**src/rtl/xgmii_tx_framer.sv**
```systemverilog
// Client-side XGMII transmit framer with reconciliation-sublayer link-fault handling.
// Every output except tx_ready is registered. The word on the bus is the one chosen at the previous edge.
//
// state   | meaning
// --------+-----------------------------------------------------------
// S_IDLE  | between frames, Idle on the bus, waiting for tx_valid
// S_DATA  | Start or client words in flight, tx_ready high
// S_TERM  | full last word sent, next edge emits the terminate word
// S_ABORT | Error word on the bus after an underrun or a local fault
// S_IFG   | inter-frame Idle words, counted by ifg_cnt
// S_FAULT | RF ordered sets, waiting for rx_local_fault to stay clear
module xgmii_tx_framer #(
    parameter int IFG_CYCLES         = 2,
    parameter int FAULT_CLEAR_CYCLES = 128
) (
    input  logic        xaui_clk,
    input  logic        reset_n,
    input  logic [63:0] tx_data,
    input  logic        tx_valid,
    input  logic        tx_eof,
    input  logic [2:0]  tx_bytes,
    output logic        tx_ready,
    input  logic        rx_local_fault,
    input  logic        rx_remote_fault,
    output logic [63:0] xgmii_txd,
    output logic [7:0]  xgmii_txc,
    output logic        tx_abort,
    output logic        fault_active,
    output logic [31:0] frame_count
);

    localparam logic [63:0] IDLE_D  = 64'h0707070707070707;
    localparam logic [63:0] START_D = 64'hD5555555555555FB;
    localparam logic [63:0] ERR_D   = 64'hFEFEFEFEFEFEFEFE;
    localparam logic [63:0] RF_D    = 64'h0200009C0200009C;
    localparam logic [63:0] TERM_D  = 64'h07070707070707FD;

    // Terminate path loads IFG_CYCLES so that IFG_CYCLES+1 Idles follow the terminate word;
    // abort/fault exits already emit one Idle on the leaving edge and load one less.
    localparam logic [3:0]  IFG_LOAD   = 4'(IFG_CYCLES);
    localparam logic [3:0]  IFG_LOAD_S = 4'(IFG_CYCLES - 1);
    localparam logic [15:0] CLR_TARGET = 16'(FAULT_CLEAR_CYCLES);

    typedef enum logic [2:0] {
        S_IDLE,
        S_DATA,
        S_TERM,
        S_ABORT,
        S_IFG,
        S_FAULT
    } state_t;

    state_t      state;
    logic [3:0]  ifg_cnt;
    logic [15:0] clr_cnt;
    logic [63:0] eof_txd;
    logic [7:0]  eof_txc;

    assign tx_ready = (state == S_DATA) && !rx_local_fault;

    always_comb begin
        eof_txd = tx_data;
        eof_txc = 8'hFF << tx_bytes;
        for (int i = 0; i < 8; i++) begin
            if (i == int'(tx_bytes)) begin
                eof_txd[i*8 +: 8] = 8'hFD;
            end else if (i > int'(tx_bytes)) begin
                eof_txd[i*8 +: 8] = 8'h07;
            end
        end
    end

    always_ff @(posedge xaui_clk or negedge reset_n) begin
        if (!reset_n) begin
            state        <= S_IDLE;
            xgmii_txd    <= IDLE_D;
            xgmii_txc    <= 8'hFF;
            tx_abort     <= 1'b0;
            fault_active <= 1'b0;
            frame_count  <= 32'd0;
            ifg_cnt      <= 4'd0;
            clr_cnt      <= 16'd0;
        end else begin
            xgmii_txd    <= IDLE_D;
            xgmii_txc    <= 8'hFF;
            tx_abort     <= 1'b0;
            fault_active <= 1'b0;
            case (state)
                S_IDLE: begin
                    if (rx_local_fault) begin
                        xgmii_txd    <= RF_D;
                        xgmii_txc    <= 8'h11;
                        fault_active <= 1'b1;
                        clr_cnt      <= 16'd0;
                        state        <= S_FAULT;
                    end else if (tx_valid && !rx_remote_fault) begin
                        xgmii_txd <= START_D;
                        xgmii_txc <= 8'h01;
                        state     <= S_DATA;
                    end
                end
                S_DATA: begin
                    if (rx_local_fault || !tx_valid) begin
                        xgmii_txd <= ERR_D;
                        tx_abort  <= 1'b1;
                        state     <= S_ABORT;
                    end else if (tx_eof && tx_bytes == 3'd0) begin
                        xgmii_txd <= tx_data;
                        xgmii_txc <= 8'h00;
                        state     <= S_TERM;
                    end else if (tx_eof) begin
                        xgmii_txd   <= eof_txd;
                        xgmii_txc   <= eof_txc;
                        frame_count <= frame_count + 32'd1;
                        ifg_cnt     <= IFG_LOAD;
                        state       <= S_IFG;
                    end else begin
                        xgmii_txd <= tx_data;
                        xgmii_txc <= 8'h00;
                    end
                end
                S_TERM: begin
                    xgmii_txd   <= TERM_D;
                    frame_count <= frame_count + 32'd1;
                    ifg_cnt     <= IFG_LOAD;
                    state       <= S_IFG;
                end
                S_ABORT: begin
                    if (rx_local_fault) begin
                        xgmii_txd    <= RF_D;
                        xgmii_txc    <= 8'h11;
                        fault_active <= 1'b1;
                        clr_cnt      <= 16'd0;
                        state        <= S_FAULT;
                    end else begin
                        ifg_cnt <= IFG_LOAD_S;
                        state   <= S_IFG;
                    end
                end
                S_IFG: begin
                    if (rx_local_fault) begin
                        xgmii_txd    <= RF_D;
                        xgmii_txc    <= 8'h11;
                        fault_active <= 1'b1;
                        clr_cnt      <= 16'd0;
                        state        <= S_FAULT;
                    end else if (ifg_cnt == 4'd0) begin
                        state <= S_IDLE;
                    end else begin
                        ifg_cnt <= ifg_cnt - 4'd1;
                    end
                end
                S_FAULT: begin
                    if (rx_local_fault) begin
                        xgmii_txd    <= RF_D;
                        xgmii_txc    <= 8'h11;
                        fault_active <= 1'b1;
                        clr_cnt      <= 16'd0;
                    end else if (clr_cnt == CLR_TARGET) begin
                        clr_cnt <= 16'd0;
                        ifg_cnt <= IFG_LOAD_S;
                        state   <= S_IFG;
                    end else begin
                        xgmii_txd    <= RF_D;
                        xgmii_txc    <= 8'h11;
                        fault_active <= 1'b1;
                        clr_cnt      <= clr_cnt + 16'd1;
                    end
                end
                default: state <= S_IDLE;
            endcase
        end
    end

endmodule

```
**config.mk**
```make
export PLATFORM = sky130hd
export DESIGN_NAME = xgmii_tx_framer
export DESIGN_NICKNAME = d
export VERILOG_FILES = /design/src/rtl/xgmii_tx_framer.sv
export SDC_FILE = /design/constraint.sdc
export NUM_CORES = 1
export LEC_CHECK = 0
export CAP_MARGIN = 30
export CORE_MARGIN = 1
export CORE_UTILIZATION = 43
export CTS_CLUSTER_SIZE = 16
export DETAILED_ROUTE_END_ITERATION = 6
export GPL_ROUTABILITY_DRIVEN = 0
export GPL_TIMING_DRIVEN = 0
export HOLD_SLACK_MARGIN = 0.1
export MAX_ROUTING_LAYER = met4
export PLACE_DENSITY = 0.77
export SLEW_MARGIN = 20
export SYNTH_ARGS = -nofsm -noshare
export SYNTH_HDL_FRONTEND = slang
export SYNTH_SLANG_ARGS = --single-unit
```
**constraint.sdc**
```tcl
create_clock -name xaui_clk -period 2.4 [get_ports xaui_clk]
set_clock_uncertainty 0.2 [all_clocks]
set_input_delay 0.72 -clock xaui_clk [delete_from_list [all_inputs] [get_ports xaui_clk]]
set_output_delay 0.72 -clock xaui_clk [all_outputs]
set_load 0.05 [all_outputs]
```
==> impl_results.md <==
* Status: finished with violations
* Failing checks: negative setup slack
* Synth top area share at 0.4033
* Die Width at 120.3 um
* Via count at 5629
* GRT Overall Usage at 0.2628
* Crit Path Max Fanout at 8
* CP Cell Sequence: inv_1 -> ha_1 -> nor4b_1 -> and4_4 -> o21ai_0 -> a21oi_2 -> mux2_2
* IO buf count at 177
* CTS tree: yes
* Die height at 120.3 um
* Share of layout cells above drive strength 1 at 0.1681
* Clock power share at 0.220
* Register area share after synthesis at 0.5430
* WP data arrival at 2540 ps
* Final core occ at 0.6487
* Synthesized net count at 685
* Fin nets at 898
* Launching point of the worst reg2reg path: clr_cnt[0]
* Element type at the critical path start: flip-flop
* RSZ-0062 raised after global routing: yes
* P&R area growth vs syn at 45.01%
* Main flop type after synthesis: dfrtp_1
* # H-tree levels at 4
* DRT Pass-1 Iters at 5
* Maximum VDD drop at 0.0005396 V
* Detail Placement HPWL at 12920 um
* Required @ worst endpoint at 2500 ps
* Overflow after GRT at 0
* Combinational share of power at 0.484
* Synth Register Bits at 129
* First-pass GRT wire length at 28480 um
* PwrDens at 1272 mW/mm^2
* Hold WC Path Type: reg2reg
* Core area at 0.01345 mm^2
* Setup ws final at -35.26 ps
* F_max at 0.4106 GHz
* CP Class: reg2reg
* TritonCTS Sinks at 129
* Worst slew margin relative to its limit at 0.5924
* Switching power at 0.005107 W
* Count of different cell masters after synthesis at 58
* Max Transition Viols Final at 0
* Yosys warning count at 0
* DIE AREA at 0.01447 mm^2
* DRC viols at 0
* Synth area leaders: dfrtp_1 (40%), dfstp_2 (14%), o21ai_0 (5.9%)
* Worst setup path start: clr_cnt[0]
* Worst-margin pin slew at 611.4 ps
* Area leader, netlist: dfrtp_1
* Final period util at 1.015
* Hold Vio Cnt, Final at 0
* Ports at 180
* Pint at 0.005994 W
* Initial DRC count at 475
* Syn Area/Cell at 9.915 um^2
* Clk_lat worst skew at 420 ps
* CP peak stage delay at 440 ps
* WHS at 267.8 ps
* DR vias/cell at 5.573
* Post-synthesis cell count at 607
* HP Start: frame_count[31]
* MaxCap Viol Count at 0
* Static Leak at 4.021 nW
* Mapped cell area at 0.006018 mm^2
* Seq pwr share at 0.296
* Initial antenna violation count at 1
* WL final at 18360 um
* Sw frac at 0.4601
* Cts bufs inserted at 17
* Fin crit period at 2435 ps
* Largest net degree at the start of global routing at 68
* Via count of the first global-routing pass at 5583
* Post-synth EDFFs at 0
* Clock-pin slew on the worst setup and hold paths at 60 ps
* Starting density of the core at 0.4474
* FFs w/ async S/R, synth at 1.000
* Setup violators final at 6
* Crit-path slowest cell: dfrtp_1
* Row count at 42
* Worst Setup End Kind: flip-flop
* Routed Antenna Nets at 0
* Root Driver: clkbuf_16
* Routed WL per cell at 18.18 um
* Clock buffer depth at 2
[kinds of logic after synthesis]
| family | Yosys count | synth area share |
|---|---|---|
| AO/OA/AOI/OAI | 157 | 0.1595 |
| XOR/XNOR | 38 | 0.05530 |
| adder cells (fa/ha/maj) | 5 | 0.01040 |
| buffers and inverters | 43 | 0.02931 |
| flip-flops | 129 | 0.5430 |
| multiplexers | 3 | 0.005198 |
| AND/OR/NAND/NOR | 232 | 0.1973 |
[sequential cells by signal (all words and copies together), names as in the netlist]
register and flops:
xgmii_txd 64, frame_count 32, ifg_cnt 4, fault_active 1, clr_cnt 16, tx_abort 1, state 3, xgmii_txc 8
[metal layers]
layer	global-route usage	wire, um	part of all wire	up-vias
met2	0.4432	9230	0.50	267
li1	-	-	-	2567
met3	0.05943	1359	0.074	37
met4	0.09799	397	0.022	0
met5	-	0	0	-
met1	0.3070	7376	0.40	2758
[per-stage QoR]
step / total power, W / setup TNS (ps) / worst slack, ps / instance area, um^2 / instances
final: 0.01110 / -67.23 / -35.26 / 8727 / 1010
after floorplan: 0.006973 / -13670 / -557.8 / 6027 / 607
after CTS: 0.01100 / -40.30 / -40.30 / 8622 / 1003
after detailed placement: 0.008895 / -89900 / -1341 / 8053 / 962
after global placement: 0.008778 / -602440 / -4377 / 8019 / 960
after global routing: 0.01159 / -743.3 / -105.8 / 8727 / 1010
[worst paths after layout]
| check | endpoint | cells past startpoint | slack, ps |
|---|---|---|---|
| max | ifg_cnt[1] | 7 | -40 |
| min in group asynchronous | xgmii_txd[11] | 2 | 660 |
| max in group asynchronous | xgmii_txd[1] | 3 | 590 |
| min reg2reg | frame_count[31] | 1 | 270 |
| max reg2reg | ifg_cnt[1] | 7 | -40 |
| min | frame_count[31] | 1 | 270 |
[placed cells by master (no fill, tap or decap), drive strengths merged, types with 4 or more instances in the layout]
cell type / count
dfrtp: 97
dlygate4sd2: 81
nand2: 78
o21ai: 72
clkdlybuf4s50: 65
clkbuf: 49
nor2: 48
a21oi: 36
xnor2: 34
dfstp: 32
buf: 30
clkdlybuf4s15: 23
nand3: 23
nand4: 13
nor3: 13
inv: 10
and3: 9
nand2b: 8
nor2b: 8
a31oi: 7
and4: 7
o21a: 6
clkinv: 6
a21o: 5
ha: 5
o31ai: 4
a211oi: 4
xor2: 4
nor4b: 4
[power by group through the flow]
stage | Combinational, W | Sequential (W) | Clock [W]
6_report | 0.00538 | 0.00329 | 0.00244
4_1_cts | 0.00525 | 0.00329 | 0.00247
2_1_floorplan | 0.00157 | 0.00541 | 0
5_1_grt | 0.00569 | 0.00335 | 0.00256
3_5_place_dp | 0.00555 | 0.00334 | 0
3_3_place_gp | 0.00546 | 0.00332 | 0
[final cells by class]
class	instances	area (um^2)
Fill cell	1093	4726
Sequential cell	129	3268
Multi-Input combinational cell	436	2678
Timing Repair Buffer	196	1809
Clock buffer	23	478.0
Tap cell	176	220.2
Buffer	30	151.4
Clock inverter	9	82.58
Inverter	10	37.54
Antenna cell	1	2.502
[critical path, delay by kind of cell (launching register included)]
kind,cells,cell delay [ps]
flops,1,440
mux,1,360
simple gates,2,700
buf+inv,1,80
compound gates,2,400
fa+ha+maj,1,130
[Yosys cell counts (4+ instances only)]
cell / count
xnor2_1: 34
dfstp_2: 32
nand2_1: 78
nand4_1: 13
nand2b_1: 8
and3_1: 9
a211oi_1: 4
inv_1: 10
o21ai_0: 71
ha_1: 5
clkbuf_1: 23
nor2b_1: 8
nand3_1: 23
a21oi_1: 36
a31oi_1: 7
nor2_1: 47
dfrtp_1: 97
and4_1: 7
xor2_1: 4
nor3_1: 13
o21a_1: 6
o31ai_1: 4
a21o_1: 5
buf_2: 6
[what timing repair did]
action,4_1_cts,5_1_grt
hold buffers,1,0
buffers inserted,10,6
endpoints found under the hold margin,2,0
gates resized for setup,155,43
setup endpoints to repair,224,77
pin swaps,6,9
cloned,0,1
Power figures use the tool's default switching activity.
